--- config.mk ---
export PLATFORM = sky130hd
export DESIGN_NAME = bomb_sequencer
export DESIGN_NICKNAME = d
export VERILOG_FILES = /design/src/rtl/bomb_sequencer.sv
export SDC_FILE = /design/constraint.sdc
export NUM_CORES = 1
export LEC_CHECK = 0
export CORE_UTILIZATION = 48
export DETAILED_ROUTE_END_ITERATION = 12
export HOLD_SLACK_MARGIN = 0.02
export PLACE_DENSITY = 0.84
export SYNTH_ARGS = -nofsm -noshare
export SYNTH_HDL_FRONTEND = slang
export SYNTH_SLANG_ARGS = --single-unit
--- constraint.sdc ---
create_clock -name frame_clk -period 2.41 [get_ports frame_clk]
set_input_delay 0.3615 -clock frame_clk [delete_from_list [all_inputs] [get_ports frame_clk]]
set_output_delay 0.3615 -clock frame_clk [all_outputs]
set_load 0.02 [all_outputs]
--- src/rtl/bomb_sequencer.sv ---
// Per-bomb lifecycle controller: fuse count, snapshot of blast cells, fire writes, restore writes.
// Latency: bomb_state follows bomb_check one frame_clk edge later; all outputs are registered.
// Backpressure: none; the map write port accepts one write per cycle and the placer reacts to bomb_state.
module bomb_sequencer #(
   parameter int         FUSE_FRAMES    = 120,
   parameter int         EXPLODE_SETTLE = 2,
   parameter int         BLAST_FRAMES   = 30,
   parameter logic [3:0] FIRE_TILE      = 4'd5,
   parameter logic [3:0] BRICK_TILE     = 4'd2,
   parameter logic [3:0] FLOOR_TILE     = 4'd0,
   parameter int         MAP_CELLS      = 300
) (
   input  logic            frame_clk,
   input  logic            Reset,
   input  logic            bomb_check,
   input  logic [4:0][9:0] explode_addr,
   input  logic [4:0]      explode_flag,
   input  logic [4:0][3:0] explode_data,
   output logic [3:0]      bomb_state,
   output logic [9:0]      map_addr,
   output logic [3:0]      map_data,
   output logic            map_wren,
   output logic            blast_active
);

   // Phase codes seen by the placer.
   localparam logic [3:0] CODE_IDLE    = 4'b0000;
   localparam logic [3:0] CODE_FUSE    = 4'b0010;
   localparam logic [3:0] CODE_EXPLODE = 4'b0001;
   localparam logic [3:0] CODE_WRITE   = 4'b0100;
   localparam logic [3:0] CODE_BLAST   = 4'b1000;
   localparam logic [3:0] CODE_CLEAR   = 4'b0011;
   localparam logic [3:0] CODE_DONE    = 4'b1111;

   // Terminal counts for the 10-bit phase counter.
   localparam logic [9:0] FUSE_LAST    = 10'(FUSE_FRAMES - 1);
   localparam logic [9:0] SETTLE_LAST  = 10'(EXPLODE_SETTLE - 1);
   localparam logic [9:0] BLAST_LAST   = 10'(BLAST_FRAMES - 1);
   localparam logic [9:0] CELLS_LIMIT  = 10'(MAP_CELLS);
   localparam logic [2:0] LAST_IDX     = 3'd4;

   typedef enum logic [2:0] {
      S_IDLE,
      S_FUSE,
      S_EXPLODE,
      S_WRITE,
      S_BLAST,
      S_CLEAR,
      S_DONE
   } state_t;

   state_t          state;
   logic [9:0]      cnt;
   logic [2:0]      idx;

   // Blast cells frozen at the end of EXPLODE; the placer may change its inputs afterwards.
   logic [4:0][9:0] snap_addr;
   logic [4:0]      snap_flag;
   logic [4:0][3:0] snap_data;

   // Entry that the next edge will put on the write port.
   logic [2:0]      sel_idx;
   logic [9:0]      ent_addr;
   logic            ent_flag;
   logic [3:0]      ent_data;
   logic            ent_ok;
   logic [3:0]      ent_restore;

   // Pick the entry for the upcoming write cycle. Leaving EXPLODE the snapshot is not yet
   // loaded, so entry 0 comes straight from the inputs being captured on that same edge.
   always_comb begin
      sel_idx  = 3'd0;
      ent_addr = snap_addr[0];
      ent_flag = snap_flag[0];
      ent_data = snap_data[0];
      if ((state == S_WRITE || state == S_CLEAR) && idx != LAST_IDX) begin
         sel_idx = idx + 3'd1;
      end
      if (state == S_EXPLODE) begin
         ent_addr = explode_addr[0];
         ent_flag = explode_flag[0];
         ent_data = explode_data[0];
      end else begin
         case (sel_idx)
            3'd1: begin
               ent_addr = snap_addr[1];
               ent_flag = snap_flag[1];
               ent_data = snap_data[1];
            end
            3'd2: begin
               ent_addr = snap_addr[2];
               ent_flag = snap_flag[2];
               ent_data = snap_data[2];
            end
            3'd3: begin
               ent_addr = snap_addr[3];
               ent_flag = snap_flag[3];
               ent_data = snap_data[3];
            end
            3'd4: begin
               ent_addr = snap_addr[4];
               ent_flag = snap_flag[4];
               ent_data = snap_data[4];
            end
            default: begin
               ent_addr = snap_addr[0];
               ent_flag = snap_flag[0];
               ent_data = snap_data[0];
            end
         endcase
      end
      // Off-map addresses are never written, neither as fire nor as restore.
      ent_ok      = ent_flag && (ent_addr < CELLS_LIMIT);
      // Bricks caught in the blast are destroyed and come back as floor.
      ent_restore = (ent_data == BRICK_TILE) ? FLOOR_TILE : ent_data;
   end

   // Lifecycle FSM with registered phase code, write port and blast flag.
   always_ff @(posedge frame_clk or negedge Reset) begin
      if (!Reset) begin
         state        <= S_IDLE;
         cnt          <= 10'd0;
         idx          <= 3'd0;
         snap_addr    <= '0;
         snap_flag    <= '0;
         snap_data    <= '0;
         bomb_state   <= CODE_IDLE;
         map_addr     <= 10'd0;
         map_data     <= 4'd0;
         map_wren     <= 1'b0;
         blast_active <= 1'b0;
      end else begin
         map_wren <= 1'b0;
         case (state)
            S_IDLE: begin
               if (bomb_check) begin
                  state      <= S_FUSE;
                  bomb_state <= CODE_FUSE;
                  cnt        <= 10'd0;
               end
            end

            S_FUSE: begin
               if (!bomb_check) begin
                  // Bomb withdrawn before it went off: nothing touched the map.
                  state      <= S_IDLE;
                  bomb_state <= CODE_IDLE;
                  cnt        <= 10'd0;
               end else if (cnt == FUSE_LAST) begin
                  state      <= S_EXPLODE;
                  bomb_state <= CODE_EXPLODE;
                  cnt        <= 10'd0;
               end else begin
                  cnt <= cnt + 10'd1;
               end
            end

            S_EXPLODE: begin
               if (cnt == SETTLE_LAST) begin
                  snap_addr    <= explode_addr;
                  snap_flag    <= explode_flag;
                  snap_data    <= explode_data;
                  state        <= S_WRITE;
                  bomb_state   <= CODE_WRITE;
                  blast_active <= 1'b1;
                  cnt          <= 10'd0;
                  idx          <= 3'd0;
                  map_addr     <= ent_addr;
                  map_data     <= FIRE_TILE;
                  map_wren     <= ent_ok;
               end else begin
                  cnt <= cnt + 10'd1;
               end
            end

            S_WRITE: begin
               if (idx == LAST_IDX) begin
                  state      <= S_BLAST;
                  bomb_state <= CODE_BLAST;
                  cnt        <= 10'd0;
               end else begin
                  idx      <= idx + 3'd1;
                  map_addr <= ent_addr;
                  map_data <= FIRE_TILE;
                  map_wren <= ent_ok;
               end
            end

            S_BLAST: begin
               if (cnt == BLAST_LAST) begin
                  state      <= S_CLEAR;
                  bomb_state <= CODE_CLEAR;
                  cnt        <= 10'd0;
                  idx        <= 3'd0;
                  map_addr   <= ent_addr;
                  map_data   <= ent_restore;
                  map_wren   <= ent_ok;
               end else begin
                  cnt <= cnt + 10'd1;
               end
            end

            S_CLEAR: begin
               if (idx == LAST_IDX) begin
                  state        <= S_DONE;
                  bomb_state   <= CODE_DONE;
                  blast_active <= 1'b0;
                  idx          <= 3'd0;
               end else begin
                  idx      <= idx + 3'd1;
                  map_addr <= ent_addr;
                  map_data <= ent_restore;
                  map_wren <= ent_ok;
               end
            end

            S_DONE: begin
               // Held until the placer acknowledges by dropping bomb_check.
               if (!bomb_check) begin
                  state      <= S_IDLE;
                  bomb_state <= CODE_IDLE;
               end
            end

            default: begin
               state        <= S_IDLE;
               bomb_state   <= CODE_IDLE;
               blast_active <= 1'b0;
               cnt          <= 10'd0;
               idx          <= 3'd0;
            end
         endcase
      end
   end

endmodule

# Word-level counts from Yosys, hierarchy flattened
# Cells that the tools add are included.
# word_totals
ff_bits	111
inputBits	78
out_inout_bits	20
elab_cells	122
# op_classes
addsub	2
n_lt_le_gt_ge	1
eq_ne	26
n_mux	54
bitwise	3
n_reduce_logical	17
# op_table
cell	count
$mux 10	10
$pmux 10 s6	1
$mux 4	14
$pmux 10 s4	1
$mux 3	13
$pmux 4 s4	2
$pmux 10 s3	1
$pmux 4 s7	1
$pmux 3 s7	1
$eq 3x3->1 const B	5
$pmux 3 s5	1
$eq 3x2->1 const B	4
$ne 2x2->1 const B	6
$add 10x1->10 const B	1
$eq 10x1->1 const B	1
$eq 10x5->1 const B	1
$eq 10x7->1 const B	1
$lt 10x9->1 const B	1
$reduce_and 4->1	2
$reduce_and 7->1	1
$eq 3x1->1 const B	2
$mux 1	6
$ne 2x1->1 const B	3
$ne 3x3->1 const B	2
other kinds (16)	22

# Longest topological paths before layout
# Gate-level depths: netlist of run 1.
# depth
depth_word	11
mapped_depth	11
mapped_depth_nobuf	8

# Worst setup path after synthesis of run 1
# OpenSTA, ideal clock, no wires.
# synth_path
path_kind	reg-to-reg
from	register idx[0]
to	register map_data[1]
setup_ps	122
arrival_time_ps	2314
t_required_ps	2288
path_slack_ps	-26
path_stages_with_launch	12
n_path_buf	3
period_less_slack_ps	2436
path_cell_list	dfrtp_1 buf_2 inv_1 ha_1 buf_2 nor2b_1 buf_4 xnor2_4 o21a_1 a221oi_1 nand3_1 a32o_1
# synth_via
elab_chain_cells	10
elab_cells_between_ends	19
cone_classes	add/sub: 1; eq/ne: 9; mux: 7; reduce/logical: 2
# synth_rtl
element	line_no	rtl
start: declaration	54	logic [2:0] idx;
start signal: assignment	182	idx <= idx + 3'd1;
start signal: assignment	210	idx <= idx + 3'd1;
parallel branches: the longest is 10 deep, another holds $add 3x1->3	--	
end signal: assignment	196	map_data <= ent_restore;
end signal: assignment	212	map_data <= ent_restore;
end: declaration	21	output logic [3:0] map_data,
# Parallel ways; which one is timed is not known. The select of a mux whose other input is x is not followed.
# A chain may end at the register's enable or synchronous reset.

# Worst setup path in the final report of run 1
# Ends and elaborated chain as after synthesis.

==> results of run 1 <==
[final cells by class]
cell class / instances / area [µm²] / share of cell area [%]
Inverter: 6 / 22.5 / 0.316
Clock inverter: 7 / 83.8 / 1.18
Sequential cell: 111 / 2780 / 39.0
Multi-Input combinational cell: 333 / 2650 / 37.1
Timing Repair Buffer: 122 / 1200 / 16.8
Clock buffer: 9 / 225 / 3.16
Tap cell: 143 / 179 / 2.51
[timing repair]
item,4_1_cts,5_1_grt
resized for setup,0,2
setup endpoints to repair,0,2
setup buffers,0,1
hold endpoints to repair,36,0
hold buffers,1,0
[layout by cell type, fill, tap and decap left out, drive strengths merged, types with 15 or more instances in the layout]
master         count
a21oi             15
buf               25
clkdlybuf4s50     96
dfrtp            111
mux2              83
mux2i             17
nand2             21
nand3             20
nor2              30
o21ai             38
[how the worst max path moves through the flow]
| stage | from | end | cells after the start |
|---|---|---|---|
| final | idx[0] | map_data[1] | 9 |
| after global placement | idx[0] | map_wren | 9 |
| after CTS | idx[0] | map_wren | 7 |
| after detailed placement | idx[0] | map_wren | 7 |
| after global routing | idx[0] | map_wren | 8 |
| after floorplan | idx[0] | map_data[1] | 11 |
[through the flow]
step / total power [mW] / hold slack (ps) / setup WS [ps]
2_1_floorplan: 6.65 / 65.9 / 23.1
3_3_place_gp: 7.89 / 352 / 258
3_5_place_dp: 8.07 / 356 / 95.1
4_1_cts: 9.60 / 487 / 8.39
5_1_grt: 10.3 / 505 / -18.3
6_report: 9.71 / 479 / 125
[metal layers]
layer / part of all wire, % / vias to the layer above / GRT usage (%)
li1: - / 1966 / -
met4: 1.7 / 0 / 6.86
met2: 47 / 165 / 35.0
met3: 6.3 / 18 / 4.12
met1: 45 / 2053 / 32.4
met5: 0 / - / 0
[synthesized netlist by cell type, types with 3 or more instances]
master / n
or2_1: 4
mux2_2: 46
o211ai_1: 5
nand2b_1: 7
inv_1: 6
mux2i_1: 17
nand3_1: 19
a22o_1: 3
ha_1: 4
buf_6: 5
a2bb2oi_1: 3
o31ai_1: 4
buf_4: 5
clkbuf_1: 8
o221ai_1: 6
nand2_1: 19
a31oi_1: 7
o22ai_1: 4
o21ai_0: 30
dfrtp_1: 111
xnor2_1: 3
nor3_1: 5
a21oi_1: 14
mux2_1: 37
nand4_1: 4
o21ai_1: 7
buf_2: 12
o21a_1: 10
a21o_1: 8
nor2_1: 28
[tightest hold or removal path, stage by stage (launching register included)]
cell,delay (ps)
dfrtp_1,350
nand2_1,50
o31ai_1,50
[logic make-up (layout without fill, tap and decap cells)]
group	count (synthesis)	in the layout
AND/OR/NAND/NOR	104	104
multiplexers	100	100
buffers and inverters	38	144
AO/OA/AOI/OAI	117	117
XOR/XNOR	8	8
flip-flops	111	111
adder cells (fa/ha/maj)	4	4
[power by group through the flow]
stage	Sequential, mW	Clock, mW	Combinational [mW]
6_report	3.35	1.51	4.85
5_1_grt	3.45	1.61	5.27
4_1_cts	3.34	1.53	4.74
3_5_place_dp	3.37	0	4.70
3_3_place_gp	3.32	0	4.57
2_1_floorplan	3.28	0	3.37
[sequential cells by signal, indices dropped and copies added, names as in the netlist]
name and flops:
map_wren 1, cnt 10, bomb_state 4, idx 3, snap_addr 50, snap_flag 5
map_data 4, blast_active 1, map_addr 10, snap_data 20, state 3
==> impl_metrics.ini, run 1 <==
[hold_path]
hold_start = bomb_state[0]
min_delay_path_depth = 2
hold_class = register to register
holdPathEnd = bomb_state[0]

[place]
hpwl_um = 9650
place_area_um2 = 6780
dp.cells = 713
io_buffers = 97
routabilityCongestion = 0.870

[logic_synthesis]
synth_top_area_cell = dfrtp_1
yosysSeqAreaShare_pct = 49.4
ys_top_cells_by_area = dfrtp_1 (49%), mux2_2 (9.2%), mux2_1 (7.4%), mux2i_1 (3.0%), o21ai_0 (2.7%)
synth.distinct_cells = 62
synth_cells = 482
async_flop_share_pct = 100
syn_area_per_cell_um2 = 11.7
synth_xor_area_share_pct = 2.05
yosys.area_share.simple_pct = 10.1
synth-compound-area-share_pct = 14.1
ys.flop_type = dfrtp_1
synth_warnings = 0
yosysTopAreaCellShare_pct = 49.4
netlist_area_um2 = 5630
synth_mux_area_share_pct = 19.6
ys_ff_latch = 111
synthesis.nets = 564
synth-edff-count = 0
synth-adder-area-share_pct = 0.889
synth_top_family_by_area = multiplexers

[worst_setup_path]
cp_slowest_stage_delay_ps = 410
cp-start-kind = register
r2r-end = map_data[1]
ff2ff_path_depth = 9
crit_chain = inv_1 > ha_1 > a21bo_2 > a21oi_1 > buf_4 > o21ai_0 > o221ai_1 > nand3_1 > a32o_1
end_kind = register
reg2reg_slack_ps = 130
critical-path-slowest-cell = dfrtp_1
arrival_ps = 2530
cp_data_required_time_ps = 2650
path_max_fanout = 14
cp.buffers_inverters = 2
r2r_start = idx[0]
critPathKind = register to register
crit_family = compound AO/OA/AOI/OAI gates

[die]
fp-row-count = 39
dieWidth_um = 110
core_area_um2 = 11400
start_util_pct = 49.3
die_area_um2 = 12200
io_pins = 98
chipHeight_um = 110

[clocking]
cts.sinks = 111
cts_made_buffers = 9
cts_tree = yes
h-tree-depth = 3
clk_latency_ps = 350
cts_root_buffer = clkbuf_16
clockBufferDepth = 2
clk_pin_slew_worst_paths_ps = 80

[flow_run]
timing.max_cap.violations = 0

[finish]
finalCoreUtilization_pct = 62.4
final-instance-count-excl-fill = 731
syn_to_final_growth_pct = 26.7
fin_nets = 665
insertedDiodeCount = 0
fill_cells = 862
final_area_um2 = 7130
drive_gt1_share_pct = 18.0

[power_and_ir_drop]
switchingPower_mw = 3.92
p_int_mw = 5.80
p_clk_share_pct = 15.6
power.density_nw_per_um2 = 1360
combPwrFrac_pct = 49.9
p_seq_share_pct = 34.5
p_sw_share_pct = 40.3
p_leak_nw = 2.99
irDropWorstVdd_mv = 0.630

[sta]
worst_pin_slew_ps = 488
setup_tns_ps = 0
post-route-period-util_pct = 94.8
layout_min_cycle_time_ps = 2280
fmax_ghz = 0.438
rsz0062_at_grt = yes
setup_viol = 0
final.setup_skew_ps = 15.7
relSlewSlack_pct = 67.5
report.final.slew_viol_count = 0
hold_violations = 0

[route]
first_pass_iters = 5
drtIter0Drc = 283
via_per_inst = 5.75
ant_nets = 0
vias = 4202
wl_per_cell_um = 17.6
routed_wl_um = 12900
drc_errors = 0

[grt]
grt.overflow.total = 0
grt_max_degree = 49
grtUsageTotal_pct = 22.6
grt_pass1_vias = 4101
grt_pass1_wl_um = 20700
antenna_found_initial = 0

[outcome]
status = completed
Note: power is estimated with default switching activity, not from simulation.
==> run 2: changes to the inputs <==
--- a/config.mk
+++ b/config.mk
@@ -5,6 +5,7 @@
 export SDC_FILE = /design/constraint.sdc
 export NUM_CORES = 1
 export LEC_CHECK = 0
+export CAP_MARGIN = 40
 export CORE_UTILIZATION = 48
 export DETAILED_ROUTE_END_ITERATION = 12
 export HOLD_SLACK_MARGIN = 0.02
==> results of run 2 <==
No change in the layout: final DEF, timing and power equal those of run 1.
